==> config.mk <==
export PLATFORM = sky130hd
export DESIGN_NAME = ram_refresh_sched_flat
export DESIGN_NICKNAME = d
export VERILOG_FILES = /design/src/rtl/ram_pkg.sv /design/src/rtl/ram_refresh_sched_if.sv /design/src/rtl/ref_prescaler.sv /design/src/rtl/ram_refresh_sched.sv /design/src/flat_wrapper.sv
export SDC_FILE = /design/constraint.sdc
export NUM_CORES = 1
export LEC_CHECK = 0
export CELL_PAD_IN_SITES_DETAIL_PLACEMENT = 1
export CELL_PAD_IN_SITES_GLOBAL_PLACEMENT = 1
export CORE_ASPECT_RATIO = 0.5
export CORE_UTILIZATION = 40
export CTS_BUF_LIST = sky130_fd_sc_hd__clkbuf_8 sky130_fd_sc_hd__clkbuf_16
export DETAILED_ROUTE_END_ITERATION = 16
export DONT_BUFFER_PORTS = 1
export GPL_ROUTABILITY_DRIVEN = 0
export PLACE_DENSITY = 0.65
export SLEW_MARGIN = 20
export SYNTH_ARGS = -nofsm -noshare
export SYNTH_HDL_FRONTEND = slang
export SYNTH_SLANG_ARGS = --single-unit
==> constraint.sdc <==
create_clock -name CLK -period 4.6 [get_ports CLK]
set_clock_uncertainty 0.1 [all_clocks]
set_input_delay 0.46 -clock CLK [delete_from_list [all_inputs] [get_ports CLK]]
set_output_delay 0.46 -clock CLK [all_outputs]
set_load 0.02 [all_outputs]
==> src/rtl/ram_pkg.sv <==
`default_nettype none
//============================================================================
// Module   : ram_pkg
// Desc     : Shared types and default constants for the DRAM refresh scheduler.
// Revision : 1.0 - initial release
//============================================================================
package ram_pkg;

    typedef enum logic [1:0] {
        IDLE = 2'd0,
        PEND = 2'd1,
        GAP  = 2'd2
    } ref_state_t;

    localparam int REF_DEBT_W = 4;

    // Defaults: 15.6 us refresh interval at 25 MHz
    localparam int REF_PERIOD_DEF = 390;
    localparam int URG_DELAY_DEF  = 64;
    localparam int DEBT_URG_DEF   = 2;
    localparam int DEBT_MAX_DEF   = 7;

endpackage
`default_nettype wire

==> src/rtl/ram_refresh_sched_if.sv <==
`default_nettype none
//============================================================================
// Module   : ram_refresh_sched_if
// Desc     : Refresh request/acknowledge bundle between scheduler and RAM
//            controller. RefOverrun exists only with REF_OVERRUN_FLAG_EN.
// Revision : 1.0 - initial release
//============================================================================
interface ram_refresh_sched_if;
    import ram_pkg::*;

    logic                  RefEN;
    logic                  RefAck;
    logic                  RefReq;
    logic                  RefUrg;
    logic [REF_DEBT_W-1:0] RefDebt;
`ifdef REF_OVERRUN_FLAG_EN
    logic                  RefOverrun;
`endif

`ifdef REF_OVERRUN_FLAG_EN
    modport master (
        output RefEN,
        output RefAck,
        input  RefReq,
        input  RefUrg,
        input  RefDebt,
        input  RefOverrun
    );

    modport slave (
        input  RefEN,
        input  RefAck,
        output RefReq,
        output RefUrg,
        output RefDebt,
        output RefOverrun
    );
`else
    modport master (
        output RefEN,
        output RefAck,
        input  RefReq,
        input  RefUrg,
        input  RefDebt
    );

    modport slave (
        input  RefEN,
        input  RefAck,
        output RefReq,
        output RefUrg,
        output RefDebt
    );
`endif

endinterface
`default_nettype wire

==> src/rtl/ref_prescaler.sv <==
`default_nettype none
//============================================================================
// Module   : ref_prescaler
// Desc     : Free-running modulo-REF_PERIOD counter with synchronous clear;
//            Tick marks the last count of each period.
// Revision : 1.0 - initial release
//============================================================================
module ref_prescaler #(
    parameter int REF_PERIOD = 390
) (
    input  wire  CLK,
    input  wire  nRST,
    input  wire  Clr,
    output logic Tick
);

    localparam int              CNT_W  = $clog2(REF_PERIOD);
    localparam logic [CNT_W-1:0] C_LAST = CNT_W'(REF_PERIOD - 1);

    logic [CNT_W-1:0] r_pcnt;

    always_ff @(posedge CLK or negedge nRST) begin
        if (!nRST) begin
            r_pcnt <= '0;
        end else if (Clr || (r_pcnt == C_LAST)) begin
            r_pcnt <= '0;
        end else begin
            r_pcnt <= r_pcnt + CNT_W'(1);
        end
    end

    assign Tick = (r_pcnt == C_LAST) && !Clr;

endmodule
`default_nettype wire

==> src/rtl/ram_refresh_sched.sv <==
`default_nettype none
//============================================================================
// Module   : ram_refresh_sched
// Desc     : DRAM refresh scheduler: tracks owed refreshes (debt), drives
//            polite/urgent requests and a one-cycle gap after each ack.
//            Optional sticky overrun flag under REF_OVERRUN_FLAG_EN.
// Revision : 1.0 - initial release
//============================================================================
module ram_refresh_sched
    import ram_pkg::*;
#(
    parameter int REF_PERIOD = REF_PERIOD_DEF,
    parameter int URG_DELAY  = URG_DELAY_DEF,
    parameter int DEBT_URG   = DEBT_URG_DEF,
    parameter int DEBT_MAX   = DEBT_MAX_DEF
) (
    input  wire                CLK,
    input  wire                nRST,
    ram_refresh_sched_if.slave bus
);

    localparam int AGE_W = $clog2(URG_DELAY + 1);

    localparam logic [AGE_W-1:0]      C_AGE_SAT  = AGE_W'(URG_DELAY);
    localparam logic [REF_DEBT_W-1:0] C_DEBT_MAX = REF_DEBT_W'(DEBT_MAX);
    localparam logic [REF_DEBT_W-1:0] C_DEBT_URG = REF_DEBT_W'(DEBT_URG);

    localparam logic [1:0] S_IDLE = IDLE;
    localparam logic [1:0] S_PEND = PEND;
    localparam logic [1:0] S_GAP  = GAP;

    if (REF_PERIOD < 4) begin : g_chk_period
        $error("REF_PERIOD must be at least 4");
    end
    if (URG_DELAY < 1) begin : g_chk_urg
        $error("URG_DELAY must be at least 1");
    end
    if ((DEBT_MAX < 1) || (DEBT_MAX > 15)) begin : g_chk_dmax
        $error("DEBT_MAX must be in 1..15");
    end
    if ((DEBT_URG < 1) || (DEBT_URG > DEBT_MAX)) begin : g_chk_durg
        $error("DEBT_URG must be in 1..DEBT_MAX");
    end

    logic                  w_clr;
    logic                  w_tick;
    logic                  w_ack;
    logic [1:0]            r_state;
    logic [1:0]            w_state_nxt;
    logic [REF_DEBT_W-1:0] r_debt;
    logic [REF_DEBT_W-1:0] w_debt_nxt;
    logic [AGE_W-1:0]      r_age;
    logic [AGE_W-1:0]      w_age_nxt;
    logic                  r_req;
    logic                  r_urg;
    logic                  w_req_nxt;
    logic                  w_urg_nxt;

    assign w_clr = !bus.RefEN;

    ref_prescaler #(
        .REF_PERIOD (REF_PERIOD)
    ) u_prescaler (
        .CLK  (CLK),
        .nRST (nRST),
        .Clr  (w_clr),
        .Tick (w_tick)
    );

    // Acks are honoured only while a request is actually being driven
    assign w_ack = bus.RefAck && (r_state == S_PEND);

    always_comb begin
        w_debt_nxt = r_debt;
        if (w_tick && !w_ack) begin
            if (r_debt != C_DEBT_MAX) begin
                w_debt_nxt = r_debt + REF_DEBT_W'(1);
            end
        end else if (w_ack && !w_tick) begin
            w_debt_nxt = r_debt - REF_DEBT_W'(1);
        end
    end

    always_comb begin
        w_state_nxt = r_state;
        w_age_nxt   = r_age;
        case (r_state)
            S_IDLE: begin
                if (w_tick) begin
                    w_state_nxt = S_PEND;
                    w_age_nxt   = '0;
                end
            end
            S_PEND: begin
                if (r_age != C_AGE_SAT) begin
                    w_age_nxt = r_age + AGE_W'(1);
                end
                if (w_ack) begin
                    w_state_nxt = S_GAP;
                end
            end
            S_GAP: begin
                // Remaining debt resumes the request with its age intact
                if (w_debt_nxt != '0) begin
                    w_state_nxt = S_PEND;
                end else begin
                    w_state_nxt = S_IDLE;
                    w_age_nxt   = '0;
                end
            end
            default: begin
                w_state_nxt = S_IDLE;
                w_age_nxt   = '0;
            end
        endcase
    end

    always_comb begin
        w_req_nxt = (w_state_nxt == S_PEND);
        w_urg_nxt = w_req_nxt &&
                    ((w_age_nxt >= C_AGE_SAT) || (w_debt_nxt >= C_DEBT_URG));
    end

    always_ff @(posedge CLK or negedge nRST) begin
        if (!nRST) begin
            r_state <= S_IDLE;
            r_debt  <= '0;
            r_age   <= '0;
            r_req   <= 1'b0;
            r_urg   <= 1'b0;
        end else if (w_clr) begin
            r_state <= S_IDLE;
            r_debt  <= '0;
            r_age   <= '0;
            r_req   <= 1'b0;
            r_urg   <= 1'b0;
        end else begin
            r_state <= w_state_nxt;
            r_debt  <= w_debt_nxt;
            r_age   <= w_age_nxt;
            r_req   <= w_req_nxt;
            r_urg   <= w_urg_nxt;
        end
    end

    assign bus.RefReq  = r_req;
    assign bus.RefUrg  = r_urg;
    assign bus.RefDebt = r_debt;

`ifdef REF_OVERRUN_FLAG_EN
    logic w_sat;
    logic r_ovr;

    // Saturating tick: a refresh period elapsed with no room left to record it
    assign w_sat = w_tick && !w_ack && (r_debt == C_DEBT_MAX);

    always_ff @(posedge CLK or negedge nRST) begin
        if (!nRST) begin
            r_ovr <= 1'b0;
        end else if (w_sat) begin
            r_ovr <= 1'b1;
        end
    end

    assign bus.RefOverrun = r_ovr;
`endif

endmodule
`default_nettype wire

==> src/flat_wrapper.sv <==
// flat-port wrapper written by rule: the top's interface ports become plain ports
module ram_refresh_sched_flat import ram_pkg::*;
#(
    parameter int REF_PERIOD = REF_PERIOD_DEF,
    parameter int URG_DELAY  = URG_DELAY_DEF,
    parameter int DEBT_URG   = DEBT_URG_DEF,
    parameter int DEBT_MAX   = DEBT_MAX_DEF
)
  (CLK, nRST, bus_RefEN, bus_RefAck, bus_RefReq, bus_RefUrg, bus_RefDebt);
  ram_refresh_sched_if bus_i ();
  input  wire CLK;
  input  wire nRST;
  input wire logic [$bits(bus_i.RefEN)-1:0] bus_RefEN;
  input wire logic [$bits(bus_i.RefAck)-1:0] bus_RefAck;
  output wire logic [$bits(bus_i.RefReq)-1:0] bus_RefReq;
  output wire logic [$bits(bus_i.RefUrg)-1:0] bus_RefUrg;
  output wire logic [$bits(bus_i.RefDebt)-1:0] bus_RefDebt;
  assign bus_i.RefEN = bus_RefEN;
  assign bus_i.RefAck = bus_RefAck;
  assign bus_RefReq = bus_i.RefReq;
  assign bus_RefUrg = bus_i.RefUrg;
  assign bus_RefDebt = bus_i.RefDebt;
  ram_refresh_sched #(.REF_PERIOD(REF_PERIOD), .URG_DELAY(URG_DELAY), .DEBT_URG(DEBT_URG), .DEBT_MAX(DEBT_MAX)) u_core (.CLK(CLK), .nRST(nRST), .bus(bus_i));
endmodule
==> results.json, run 1 <==
{
  "outcome": "finished, final reports clean",
  "p_clk_frac": 0.414,
  "top_layer_used": "met4",
  "arrival_ns": 2.67,
  "internal_power_w": 0.000349,
  "finalNetCount": 181,
  "hp-start": "bus_RefEN",
  "power_w": 0.000463,
  "crit_required_ns": 4.67,
  "syn_inst": 169,
  "r2r_slack_ns": 2.00,
  "cts_buffers": 3,
  "drc_errors": 0,
  "io-pin-count": 10,
  "dr_wl_met2_um": 1870,
  "holdBufCountCts": 2,
  "die_w_um": 90.4,
  "p_comb_frac": 0.103,
  "drv_cap": 0,
  "reg2regPathDepth": 7,
  "cts-root-buf": "clkbuf_8",
  "setup_tns_ns": 0,
  "p_sw_w": 0.000114,
  "rows": 15,
  "num_antenna_cells": 0,
  "hp-class": "input port to register",
  "ys_types": 50,
  "hold_end": "u_core.bus.RefUrg",
  "initial_core_util": 0.436,
  "drive_gt1_frac": 0.0647,
  "cts.sinks": 24,
  "crit_type": "register to register",
  "clock_latency_ns": 0.27,
  "wl_per_cell_um": 17.7,
  "grt_max_degree": 25,
  "fmax_mhz": 385,
  "drt_iter0_drc": 51,
  "synth_area_um2": 1560,
  "syn_to_final_growth_pct": 9.21,
  "async_flop_share": 1.00,
  "viasPerCell": 5.82,
  "grt_overflow_total": 0,
  "period_needed_ns": 2.60,
  "cts_max_level": 1,
  "peakVddDrop_mv": 0.113,
  "ctsResizeCount": 0,
  "dr_wl_met3_um": 68,
  "cts_max_path_buffers": 2,
  "tritoncts": "yes",
  "antenna_found_initial": 0,
  "mostFrequentLayoutCells": "dfrtp_1, nor2_1, nand2_1",
  "leakagePower_nw": 0.747,
  "synth_edf_count": 0,
  "yosysWarningCount": 0,
  "rsz0062_at_grt": "false",
  "core-area_um2": 3580,
  "p_seq_frac": 0.483,
  "io_buffers": 0,
  "grt_pass1_wl_um": 6520,
  "seq_area_frac_synth": 0.384,
  "grt_use_total": 0.206,
  "cts_setup_buffers": 0,
  "syn_nets": 179,
  "end_kind": "register",
  "setup_viol": 0,
  "drtPass1Iterations": 4,
  "hpwl_um": 2900,
  "slew_headroom": 0.558,
  "r2r_start": "u_core.bus.RefDebt[0]",
  "ys_seq_elements": 24,
  "finalCritPeriodShare": 0.564,
  "final_common_cell": "dfrtp_1",
  "wl_met1_um": 1960,
  "worstMarginPinSlew_ns": 0.659,
  "vias": 1287,
  "rr_endpoint": "u_core.r_age[2]",
  "clk_pin_slew_ns": 0.09,
  "drv_slew": 0,
  "dieArea_um2": 4180,
  "ant_nets": 0,
  "drt-total-wl_um": 3920,
  "synth_area_per_cell_um2": 9.25,
  "grt_pass1_vias": 1300,
  "die_y_um": 46.2,
  "whs_path_depth": 2,
  "ys.flop_type": "dfrtp_1",
  "cp_max_fo": 7,
  "power.density_nw_per_um2": 271,
  "cp-start-kind": "register",
  "sw_frac_of_total": 0.246,
  "hold_violations": 0
}
## power groups by stage
stage / Combinational [W] / Sequential [W] / Clock, W
after global placement: 0.0000406 / 0.000228 / 0
after detailed placement: 0.0000416 / 0.000228 / 0
after CTS: 0.0000489 / 0.000224 / 0.000196
after global routing: 0.0000545 / 0.000225 / 0.000201
final: 0.0000475 / 0.000224 / 0.000192
after floorplan: 0.0000332 / 0.000226 / 0
## registers in the layout, summed over array words and instances (netlist names)
| name | cells |
|---|---|
| u_core.r_state | 2 |
| u_core.bus.RefReq | 1 |
| u_core.u_prescaler.r_pcnt | 9 |
| u_core.r_age | 7 |
| u_core.bus.RefUrg | 1 |
| u_core.bus.RefDebt | 4 |
## critical path, stage by stage, from the launching register on
cell and delay (ns):
dfrtp_1 0.60, inv_1 0.14, ha_1 0.39, a2111o_1 0.32, a32o_1 0.25, nor3_4 0.23, nand4_4 0.18, o211a_1 0.26
## Yosys cell counts (3+ instances only)
cell | number | area (um2)
xnor2_1 | 5 | 43.8
a21o_1 | 3 | 22.5
dfrtp_1 | 24 | 601
clkbuf_1 | 3 | 11.3
xor2_1 | 5 | 43.8
nand2_1 | 12 | 45.0
ha_1 | 6 | 75.1
nand3b_1 | 3 | 22.5
a21oi_1 | 5 | 25.0
nand3_1 | 10 | 50.1
and3_1 | 9 | 56.3
inv_1 | 7 | 26.3
o21ai_0 | 11 | 55.1
nor2_1 | 18 | 67.6
nand4b_1 | 3 | 26.3
## routing by layer
| layer | GRT usage | vias up |
|---|---|---|
| met1 | 0.251 | 653 |
| met5 | 0 | - |
| li1 | - | 624 |
| met2 | 0.392 | 5 |
| met3 | 0.0446 | 5 |
| met4 | 0.0387 | 0 |
## stage by stage
stage / area, um2 / worst slack, ns / utilization / cells / hold slack [ns]
6_report: 1710 / 2.00 / 0.476 / 221 / 0.188
5_1_grt: 1710 / 1.83 / 0.476 / 221 / 0.199
4_1_cts: 1710 / 1.98 / 0.476 / 221 / 0.184
3_5_place_dp: 1610 / 1.99 / 0.448 / 215 / 0.0651
3_3_place_gp: 1610 / 2.07 / 0.448 / 215 / 0.0649
2_1_floorplan: 1560 / 2.29 / - / 169 / 0.0644
## cell families (layout without fill, tap and decap cells)
logic type | after synthesis | count (layout) | share of synthesized area
AO/OA/AOI/OAI | 37 | 37 | 0.164
XOR/XNOR | 10 | 10 | 0.0560
adder cells (fa/ha/maj) | 6 | 6 | 0.0480
buffers and inverters | 13 | 14 | 0.0328
flip-flops | 24 | 24 | 0.384
multiplexers | 2 | 2 | 0.0128
AND/OR/NAND/NOR | 77 | 77 | 0.302
## worst max path at each step
stage | slack (ns) | cells past startpoint | startpoint | to
6_report | 2.00 | 7 | u_core.bus.RefDebt[0] | u_core.r_age[2]
2_1_floorplan | 2.29 | 7 | bus_RefEN | u_core.r_age[2]
3_5_place_dp | 1.99 | 7 | u_core.bus.RefDebt[0] | u_core.r_age[2]
3_3_place_gp | 2.07 | 7 | u_core.bus.RefDebt[0] | u_core.r_age[2]
5_1_grt | 1.83 | 7 | u_core.bus.RefDebt[0] | u_core.r_age[2]
4_1_cts | 1.98 | 7 | u_core.bus.RefDebt[0] | u_core.r_age[2]
## cell type report
type                       instances  area, um2
clock buffer                       3       41.3
multi-input combinational        132        911
inverter                           8       30.0
clock inverter                     1       30.0
tap                               51       63.8
sequential                        24        601
fill                             434       1880
timing repair buffer               2       30.0
(Power assumes the default switching activity.)
==> run 2, diff against run 1 <==
==> constraint.sdc (replaced) <==
create_clock -name CLK -period 2.5 [get_ports CLK]
set_clock_uncertainty 0.1 [all_clocks]
set_input_delay 0.25 -clock CLK [delete_from_list [all_inputs] [get_ports CLK]]
set_output_delay 0.25 -clock CLK [all_outputs]
set_load 0.02 [all_outputs]
==> results.json, run 2 (synthesized netlist as in run 1, its figures left out) <==
{
  "outcome": "finished, final reports clean",
  "p_clk_frac": 0.310,
  "final_common_cell": "dfrtp_1",
  "endpoint": "u_core.bus.RefReq",
  "antenna_found_initial": 0,
  "finalCritPeriodShare": 0.950,
  "grt_max_degree": 25,
  "hpwl_um": 3150,
  "finalNetCount": 201,
  "period_needed_ns": 2.38,
  "wl_per_cell_um": 17.4,
  "grt_pass1_wl_um": 6920,
  "vias": 1380,
  "holdWs_ns": 0.0325,
  "fin_area_um2": 1850,
  "whs_path_depth": 1,
  "r2r_slack_ns": 0.12,
  "cts_max_path_buffers": 2,
  "met2_usage": 0.397,
  "drv_slew": 0,
  "slew_headroom": 0.553,
  "internal_power_w": 0.000558,
  "die_y_um": 46.2,
  "place_inst": 231,
  "cp_max_fo": 6,
  "drt-total-wl_um": 4190,
  "drv_cap": 0,
  "drtPass1Iterations": 4,
  "tritoncts": "yes",
  "grt_use_total": 0.219,
  "ant_nets": 0,
  "io-pin-count": 10,
  "power.density_nw_per_um2": 413,
  "rsz0062_at_grt": "false",
  "reg2regPathDepth": 7,
  "io_buffers": 0,
  "drive_gt1_frac": 0.180,
  "instances_no_fill": 240,
  "viasPerCell": 5.75,
  "cts_max_level": 1,
  "rows": 15,
  "mostFrequentLayoutCells": "dfrtp_1, buf_4, nor2_1",
  "dieArea_um2": 4180,
  "clock_latency_ns": 0.27,
  "p_sw_w": 0.000205,
  "hp-start": "bus_RefEN",
  "regMostFlops": "u_core.u_prescaler.r_pcnt",
  "leakagePower_nw": 0.842,
  "fmax_mhz": 421,
  "grt_pass1_vias": 1412,
  "cts_buffers": 3,
  "setup_tns_ns": 0,
  "crit_required_ns": 2.57,
  "p_seq_frac": 0.525,
  "grt_overflow_total": 0,
  "sw_frac_of_total": 0.269,
  "placed_cell_area_um2": 1730,
  "clk_pin_slew_ns": 0.09,
  "drt_iter0_drc": 41,
  "crit_type": "register to register",
  "initial_core_util": 0.436,
  "use_met3": 0.0479,
  "hp-class": "input port to register",
  "die_w_um": 90.4,
  "syn_to_final_growth_pct": 18.1,
  "core-area_um2": 3580,
  "rr_endpoint": "u_core.bus.RefReq",
  "r2r_start": "u_core.bus.RefDebt[0]",
  "use_met1": 0.266,
  "peakVddDrop_mv": 0.208,
  "end_kind": "register",
  "arrival_ns": 2.44,
  "cts-root-buf": "clkbuf_8",
  "top_usage_layer": "met2",
  "setup_viol": 0,
  "worstMarginPinSlew_ns": 0.666,
  "cts.sinks": 24,
  "p_comb_frac": 0.165,
  "cp-startpoint": "u_core.bus.RefDebt[0]",
  "drc_errors": 0,
  "cp-start-kind": "register",
  "hold_violations": 0,
  "num_antenna_cells": 0,
  "largest_reg_flops": 9
}
run 2: layout make-up:
| type | count | area (um2) |
|---|---|---|
| inverter | 8 | 30.0 |
| multi-input combinational | 132 | 926 |
| timing repair buffer | 22 | 183 |
| fill | 419 | 1740 |
| clock buffer | 3 | 41.3 |
| sequential | 24 | 602 |
| tap | 51 | 63.8 |
run 2: how the worst min path moves through the flow:
stage / to / slack (ns)
after floorplan: u_core.bus.RefDebt[0] / -0.15
after global placement: u_core.r_age[5] / -0.14
after detailed placement: u_core.r_age[5] / -0.14
after CTS: u_core.r_state[0] / 0.03
after global routing: u_core.r_state[0] / 0.04
final: u_core.r_state[0] / 0.03
run 2: timing repair:
action / in CTS / in global routing
hold buffers: 3 / 0
buffers inserted: 0 / 3
setup endpoints to repair: 0 / 4
endpoints found under the hold margin: 26 / 0
gates resized for setup: 0 / 5
run 2: metal layers:
| metal | routed length [um] | vias to the layer above | part of all wire |
|---|---|---|---|
| met1 | 2010 | 690 | 0.48 |
| met3 | 111 | 10 | 0.027 |
| li1 | - | 663 | - |
| met4 | 82 | 0 | 0.020 |
| met2 | 1980 | 17 | 0.47 |
| met5 | 0 | - | 0 |
run 2: per-stage QoR:
step                total power (W)  setup slack, ns  utilization
global route               0.000797           0.0105        0.515
finish                     0.000763            0.124        0.515
floorplan                  0.000477            0.192            -
global placement           0.000501            0.124        0.481
detailed placement         0.000506           0.0710        0.481
CTS                        0.000759           0.0540        0.504
run 2: power by group through the flow:
stage	combinational, W	sequential [W]	clock (W)
3_3_place_gp	0.0000934	0.000408	0
3_5_place_dp	0.0000977	0.000408	0
2_1_floorplan	0.0000611	0.000416	0
6_report	0.000126	0.000400	0.000236
5_1_grt	0.000141	0.000401	0.000255
4_1_cts	0.000113	0.000400	0.000246
run 2: critical path: stages (launching register included):
cell and delay [ns]:
dfrtp_2 0.46, inv_1 0.10, ha_2 0.31, a2111o_1 0.36
a32o_2 0.25, nor3_4 0.27, nand3_2 0.15, a41o_1 0.27
